File: src/rtl/fifo_wr_arbiter_pkg.sv
// Shared state encoding and default sizing for the FIFO write-arbiter slice.
package fifo_ctrl_pkg;
  localparam logic [0:0] IDLE  = 1'b0;
  localparam logic [0:0] BURST = 1'b1;

  localparam int DEF_NREQ      = 4;
  localparam int DEF_DW        = 8;
  localparam int DEF_DEPTH     = 8;
  localparam int DEF_BURST_MAX = 4;

  // Index width that stays legal for a single requester.
  function automatic int idx_w(input int n);
    return (n > 1) ? $clog2(n) : 1;
  endfunction
endpackage

File: src/rtl/fifo_wr_arbiter_if.sv
// Producer/consumer side of the write arbiter: requests, grant, FIFO write path and occupancy flags.
interface fifo_wr_arbiter_if
  import fifo_ctrl_pkg::*;
#(
  parameter int NREQ  = DEF_NREQ,
  parameter int DW    = DEF_DW,
  parameter int DEPTH = DEF_DEPTH
);
  localparam int CW = $clog2(DEPTH) + 1;

  logic [NREQ-1:0]    req;
  logic [NREQ*DW-1:0] req_data;
  logic [NREQ-1:0]    gnt;
  logic               wr_ack;
  logic               fifo_w_en;
  logic [DW-1:0]      fifo_data_in;
  logic               fifo_r_en;
  logic [CW-1:0]      count;
  logic               full;
  logic               empty;
  logic               half_full;
  logic               almost_full;

  modport master (
    output req, req_data, fifo_r_en,
    input  gnt, wr_ack, fifo_w_en, fifo_data_in, count, full, empty, half_full, almost_full
  );

  modport slave (
    input  req, req_data, fifo_r_en,
    output gnt, wr_ack, fifo_w_en, fifo_data_in, count, full, empty, half_full, almost_full
  );
endinterface

File: src/rtl/fifo_wr_arbiter_rr_pick.sv
// Combinational round-robin pick: first set request scanning from last+1, wrapping at NREQ-1.
module rr_pick #(
  parameter int NREQ = 4,
  parameter int IW   = 2
) (
  input  logic [NREQ-1:0] req,
  input  logic [IW-1:0]   last,
  output logic [NREQ-1:0] onehot,
  output logic [IW-1:0]   idx
);
  // Walk from the farthest candidate to the nearest so the nearest set bit wins.
  always_comb begin
    onehot = '0;
    idx    = '0;
    for (int k = NREQ; k >= 1; k--) begin
      logic [IW:0]   sum;
      logic [IW-1:0] j;
      sum = {1'b0, last} + (IW+1)'(k);
      if (sum >= (IW+1)'(NREQ)) sum = sum - (IW+1)'(NREQ);
      j = sum[IW-1:0];
      if (req[j]) begin
        onehot    = '0;
        onehot[j] = 1'b1;
        idx       = j;
      end
    end
  end
endmodule

File: src/rtl/fifo_wr_arbiter.sv
// Burst-limited round-robin arbiter feeding one shared FIFO write port; tracks occupancy from writes and reads.
module fifo_wr_arbiter
  import fifo_ctrl_pkg::*;
#(
  parameter int NREQ      = DEF_NREQ,
  parameter int DW        = DEF_DW,
  parameter int DEPTH     = DEF_DEPTH,
  parameter int BURST_MAX = DEF_BURST_MAX
) (
  input  logic              clk,
  input  logic              reset,
  fifo_wr_arbiter_if.slave  bus
);
  localparam int IW = idx_w(NREQ);
  localparam int CW = $clog2(DEPTH) + 1;
  localparam int BW = $clog2(BURST_MAX) + 1;

  logic [0:0]             state;
  logic [NREQ-1:0]        gnt;
  logic [IW-1:0]          owner;
  logic [IW-1:0]          last_winner;
  logic [IW-1:0]          pick_idx;
  logic [NREQ-1:0]        pick_oh;
  logic [BW-1:0]          beat_cnt;
  logic [CW-1:0]          count;
  logic [NREQ-1:0][DW-1:0] lane_data;
  logic                   full;
  logic                   empty;
  logic                   wr;
  logic                   rd;
  logic                   burst_end;

  assign lane_data = bus.req_data;

  rr_pick #(.NREQ(NREQ), .IW(IW)) u_pick (
    .req    (bus.req),
    .last   (last_winner),
    .onehot (pick_oh),
    .idx    (pick_idx)
  );

  assign full  = (count == CW'(DEPTH-1));
  assign empty = (count == '0);

  // Writes are suppressed in a reset cycle so an aborted burst leaves nothing behind.
  assign wr        = (state == BURST) & bus.req[owner] & ~full & ~reset;
  assign rd        = bus.fifo_r_en & ~empty;
  assign burst_end = (state == BURST) &
                     (~bus.req[owner] | (wr & (beat_cnt == BW'(BURST_MAX-1))));

  always_ff @(posedge clk) begin
    if (reset) begin
      state       <= IDLE;
      gnt         <= '0;
      owner       <= '0;
      last_winner <= IW'(NREQ-1);
      beat_cnt    <= '0;
      count       <= '0;
    end else begin
      case (state)
        IDLE: if (|bus.req) begin
          state    <= BURST;
          gnt      <= pick_oh;
          owner    <= pick_idx;
          beat_cnt <= '0;
        end
        BURST: if (burst_end) begin
          state       <= IDLE;
          gnt         <= '0;
          last_winner <= owner;
          beat_cnt    <= '0;
        end else if (wr) begin
          beat_cnt <= beat_cnt + 1'b1;
        end
        default: state <= IDLE;
      endcase

      case ({wr, rd})
        2'b10:   count <= count + 1'b1;
        2'b01:   count <= count - 1'b1;
        default: count <= count;
      endcase
    end
  end

  assign bus.gnt          = gnt;
  assign bus.wr_ack       = wr;
  assign bus.fifo_w_en    = wr;
  assign bus.fifo_data_in = (state == BURST) ? lane_data[owner] : '0;
  assign bus.count        = count;
  assign bus.full         = full;
  assign bus.empty        = empty;
  assign bus.half_full    = (count >= CW'(DEPTH/2));
  assign bus.almost_full  = (count >= CW'(DEPTH-2));
endmodule

File: src/flat_wrapper.sv
// flat-port wrapper written by rule: the top's interface ports become plain ports
module fifo_wr_arbiter_flat import fifo_ctrl_pkg::*;
#(
  parameter int NREQ      = DEF_NREQ,
  parameter int DW        = DEF_DW,
  parameter int DEPTH     = DEF_DEPTH,
  parameter int BURST_MAX = DEF_BURST_MAX
)
  (clk, reset, bus_req, bus_req_data, bus_fifo_r_en, bus_gnt, bus_wr_ack, bus_fifo_w_en, bus_fifo_data_in, bus_count, bus_full, bus_empty, bus_half_full, bus_almost_full);
  fifo_wr_arbiter_if #(.NREQ(NREQ), .DW(DW), .DEPTH(DEPTH)) bus_i ();
  input  logic clk;
  input  logic reset;
  input wire logic [$bits(bus_i.req)-1:0] bus_req;
  input wire logic [$bits(bus_i.req_data)-1:0] bus_req_data;
  input wire logic [$bits(bus_i.fifo_r_en)-1:0] bus_fifo_r_en;
  output wire logic [$bits(bus_i.gnt)-1:0] bus_gnt;
  output wire logic [$bits(bus_i.wr_ack)-1:0] bus_wr_ack;
  output wire logic [$bits(bus_i.fifo_w_en)-1:0] bus_fifo_w_en;
  output wire logic [$bits(bus_i.fifo_data_in)-1:0] bus_fifo_data_in;
  output wire logic [$bits(bus_i.count)-1:0] bus_count;
  output wire logic [$bits(bus_i.full)-1:0] bus_full;
  output wire logic [$bits(bus_i.empty)-1:0] bus_empty;
  output wire logic [$bits(bus_i.half_full)-1:0] bus_half_full;
  output wire logic [$bits(bus_i.almost_full)-1:0] bus_almost_full;
  assign bus_i.req = bus_req;
  assign bus_i.req_data = bus_req_data;
  assign bus_i.fifo_r_en = bus_fifo_r_en;
  assign bus_gnt = bus_i.gnt;
  assign bus_wr_ack = bus_i.wr_ack;
  assign bus_fifo_w_en = bus_i.fifo_w_en;
  assign bus_fifo_data_in = bus_i.fifo_data_in;
  assign bus_count = bus_i.count;
  assign bus_full = bus_i.full;
  assign bus_empty = bus_i.empty;
  assign bus_half_full = bus_i.half_full;
  assign bus_almost_full = bus_i.almost_full;
  fifo_wr_arbiter #(.NREQ(NREQ), .DW(DW), .DEPTH(DEPTH), .BURST_MAX(BURST_MAX)) u_core (.clk(clk), .reset(reset), .bus(bus_i));
endmodule
File: config.mk
export PLATFORM = sky130hd
export DESIGN_NAME = fifo_wr_arbiter_flat
export DESIGN_NICKNAME = d
export VERILOG_FILES = /design/src/rtl/fifo_wr_arbiter_pkg.sv /design/src/rtl/fifo_wr_arbiter_if.sv /design/src/rtl/fifo_wr_arbiter_rr_pick.sv /design/src/rtl/fifo_wr_arbiter.sv /design/src/flat_wrapper.sv
export SDC_FILE = /design/constraint.sdc
export NUM_CORES = 1
export LEC_CHECK = 0
export ABC_AREA = 0
export BUFFER_PORTS_ARGS = -buffer_cell sky130_fd_sc_hd__buf_2
export CORE_MARGIN = 1
export CORE_UTILIZATION = 35
export CTS_CLUSTER_SIZE = 28
export DETAILED_ROUTE_END_ITERATION = 10
export SYNTH_ARGS = -nofsm -noshare
export SYNTH_HDL_FRONTEND = slang
export SYNTH_SLANG_ARGS = --single-unit
File: constraint.sdc
create_clock -name clk -period 3.6 [get_ports clk]
set_input_delay 0.54 -clock clk [delete_from_list [all_inputs] [get_ports clk]]
set_output_delay 0.54 -clock clk [all_outputs]
set_load 0.05 [all_outputs]
==> impl_metrics.json <==
{
  "status": "finished, final reports clean",
  "fin_util_pct": 45.0,
  "area_growth_pct": 22.7,
  "critPathMaxFanout": 13,
  "placed_cell_area_mm2": 0.00192,
  "worstMarginPinSlew_ps": 600,
  "hold_viol": 0,
  "synth_xor_xnor_area_share_pct": 1.63,
  "overflow": 0,
  "drive_gt1_share_pct": 34.2,
  "synth_top_area_share_pct": 19.9,
  "first_pass_iters": 4,
  "synth.distinct_cells": 46,
  "powerDensity_mw_per_mm2": 474,
  "cp-end-kind": "flip-flop",
  "insertion_delay_ps": 240,
  "critPathBufInv": 1,
  "synth_fp_nets": 237,
  "cts_buffer_depth": 2,
  "post-cts-setup-buffers": 0,
  "initial_core_util_pct": 36.7,
  "start_kind": "flip-flop",
  "cp_top_family": "flip-flops",
  "yosys.area.top_type": "dfxtp_1",
  "avgSynthCellArea_um2": 8.74,
  "clockRootBuffer": "clkbuf_8",
  "peakVddDrop_v": 0.000284,
  "dieArea_mm2": 0.00487,
  "yosys.area_share.simple_pct": 21.5,
  "fmax_ghz": 0.360,
  "async_reset_ff_share_pct": 0,
  "grt_use_total_pct": 16.9,
  "grt_pass1_vias": 1533,
  "place_congestion": 0.808,
  "yosys_warnings": 0,
  "cts_tree": "built",
  "cp_slowest_cell": "dfxtp_1",
  "synth_compound_area_share_pct": 18.5,
  "rsz0062_at_grt": "no",
  "num_antenna_cells": 0,
  "ant_nets": 0,
  "cp.arrival_ps": 2920,
  "viasPerCell": 5.31,
  "vias": 1534,
  "cts.sinks": 16,
  "path_cells": "inv_1, ha_1, mux4_2, and2_0, o211ai_1, a31oi_1, a211o_1",
  "hp-class": "reg2reg",
  "ios": 61,
  "numCtsBuffers": 3,
  "slew_headroom_pct": 59.7,
  "syn_inst": 184,
  "fin_crit_ps": 2780,
  "synth_top_family_by_area": "simple AND/OR/NAND/NOR gates",
  "drcViolationCount": 0,
  "worstPathRequired_ps": 3740,
  "leakage_nw": 0.943,
  "ys_seq_elements": 16,
  "num_rows": 24,
  "muxShareOfSynthArea_pct": 19.9,
  "num-nets-final": 291,
  "grt_pass1_wl_um": 6890,
  "critical_path_class": "reg2reg",
  "cts_resized": 0,
  "portBuffers": 60,
  "finalClockSkew_ps": 1.07,
  "wl_um": 3900,
  "routedWlPerCell_um": 13.5,
  "syn_area_mm2": 0.00161,
  "dieHeight_um": 69.8,
  "h-tree-depth": 1,
  "synthFlopType": "dfxtp_1",
  "core_area_mm2": 0.00438,
  "antenna_found_initial": 0,
  "fin_setup_tns_ps": 0,
  "dp_hpwl_um": 3050,
  "layout_commonest_cell": "buf_2",
  "ctsHoldBuffers": 0,
  "synth_fa_ha_area_share_pct": 11.4,
  "die_w_um": 69.8,
  "synth_edf_count": 0,
  "cts.clk_slew.worst_paths_ps": 60,
  "cap_violations": 0,
  "setup_viol": 0,
  "fin_area_mm2": 0.00197,
  "synth_seq_area_share_pct": 19.9,
  "drtIter0Drc": 68,
  "min_period_over_period_pct": 77.2,
  "drv_slew": 0,
  "layout_common_cells": "buf_2, dfxtp_1, nor2_1, ha_1, inv_1",
  "synth.area.top_cells": "dfxtp_1, mux4_2, ha_1, mux2i_1, and2_1",
  "grt_max_degree": 17,
  "slowest_delay_ps": 640
}
## logic make-up after synthesis
group           count (synthesis)
simple gates                   65
compound gates                 43
buf+inv                        24
mux                            19
flops                          16
fa+ha+maj                      14
xor+xnor                        3
## sequential cells by signal, summed over array words and instances (netlist names)
register	flops
u_core.last_winner	2
u_core.state	1
u_core.bus.gnt	4
u_core.bus.count	4
u_core.owner	2
u_core.beat_cnt	3
## routing by layer
metal | share of wire, % | global-route usage [%] | vias up
li1 | - | - | 786
met1 | 48 | 22.6 | 719
met2 | 49 | 29.5 | 27
met3 | 2.8 | 1.02 | 2
met4 | 0.59 | 4.67 | 0
met5 | 0 | 0 | -
## power breakdown
part | internal, mW | switching, mW | leakage [nW]
clock network | 0.0968 | 0.0590 | 0.0288
logic | 0.189 | 0.345 | 0.783
registers | 0.204 | 0.0424 | 0.131
total | 0.490 | 0.446 | 0.943
## Yosys cell counts, types with 2 or more instances
master and n:
a21o_1 3, a21oi_1 8, a221o_1 3, a31oi_1 7, a32oi_1 2, and2_1 9
buf_2 6, buf_4 2, clkbuf_1 3, dfxtp_1 16, ha_1 13, inv_1 11
mux2i_1 8, mux4_2 9, nand2_1 9, nand2b_1 3, nand3_1 4, nand3b_1 3
nor2_1 15, nor2b_1 3, nor3_1 7, nor4_1 2, o211ai_1 3, o21a_1 3
o21ai_0 7, o32ai_1 2, or2_2 3, xor2_1 2
## through the flow
step | hold slack [ps] | std cells | power (mW) | setup WS (ps)
2_1_floorplan | 469 | 184 | 0.673 | 420
3_3_place_gp | 470 | 285 | 0.780 | 774
3_5_place_dp | 462 | 285 | 0.786 | 727
4_1_cts | 484 | 289 | 0.945 | 832
5_1_grt | 504 | 289 | 1.01 | 660
6_report | 474 | 289 | 0.936 | 820
## final cells by class
type | count | area, um^2
tap | 52 | 65.1
clock buffer | 4 | 55.1
fill | 446 | 2410
multi-input combinational | 144 | 1180
timing repair buffer | 62 | 315
sequential | 16 | 320
inverter | 11 | 41.3
## worst paths after layout
kind	start	end	slack (ps)	cells after the start
worst max register to register	u_core.last_winner[1]$_SDFFE_PP1P_	u_core.bus.gnt[3]$_SDFFE_PP0P_	820	7
worst min-delay path	u_core.bus.gnt[3]$_SDFFE_PP0P_	u_core.bus.gnt[3]$_SDFFE_PP0P_	470	1
worst min register to register	u_core.bus.gnt[3]$_SDFFE_PP0P_	u_core.bus.gnt[3]$_SDFFE_PP0P_	470	1
worst max-delay path	u_core.last_winner[1]$_SDFFE_PP1P_	u_core.bus.gnt[3]$_SDFFE_PP0P_	820	7
No activity file was read; power rests on OpenSTA's default activity.
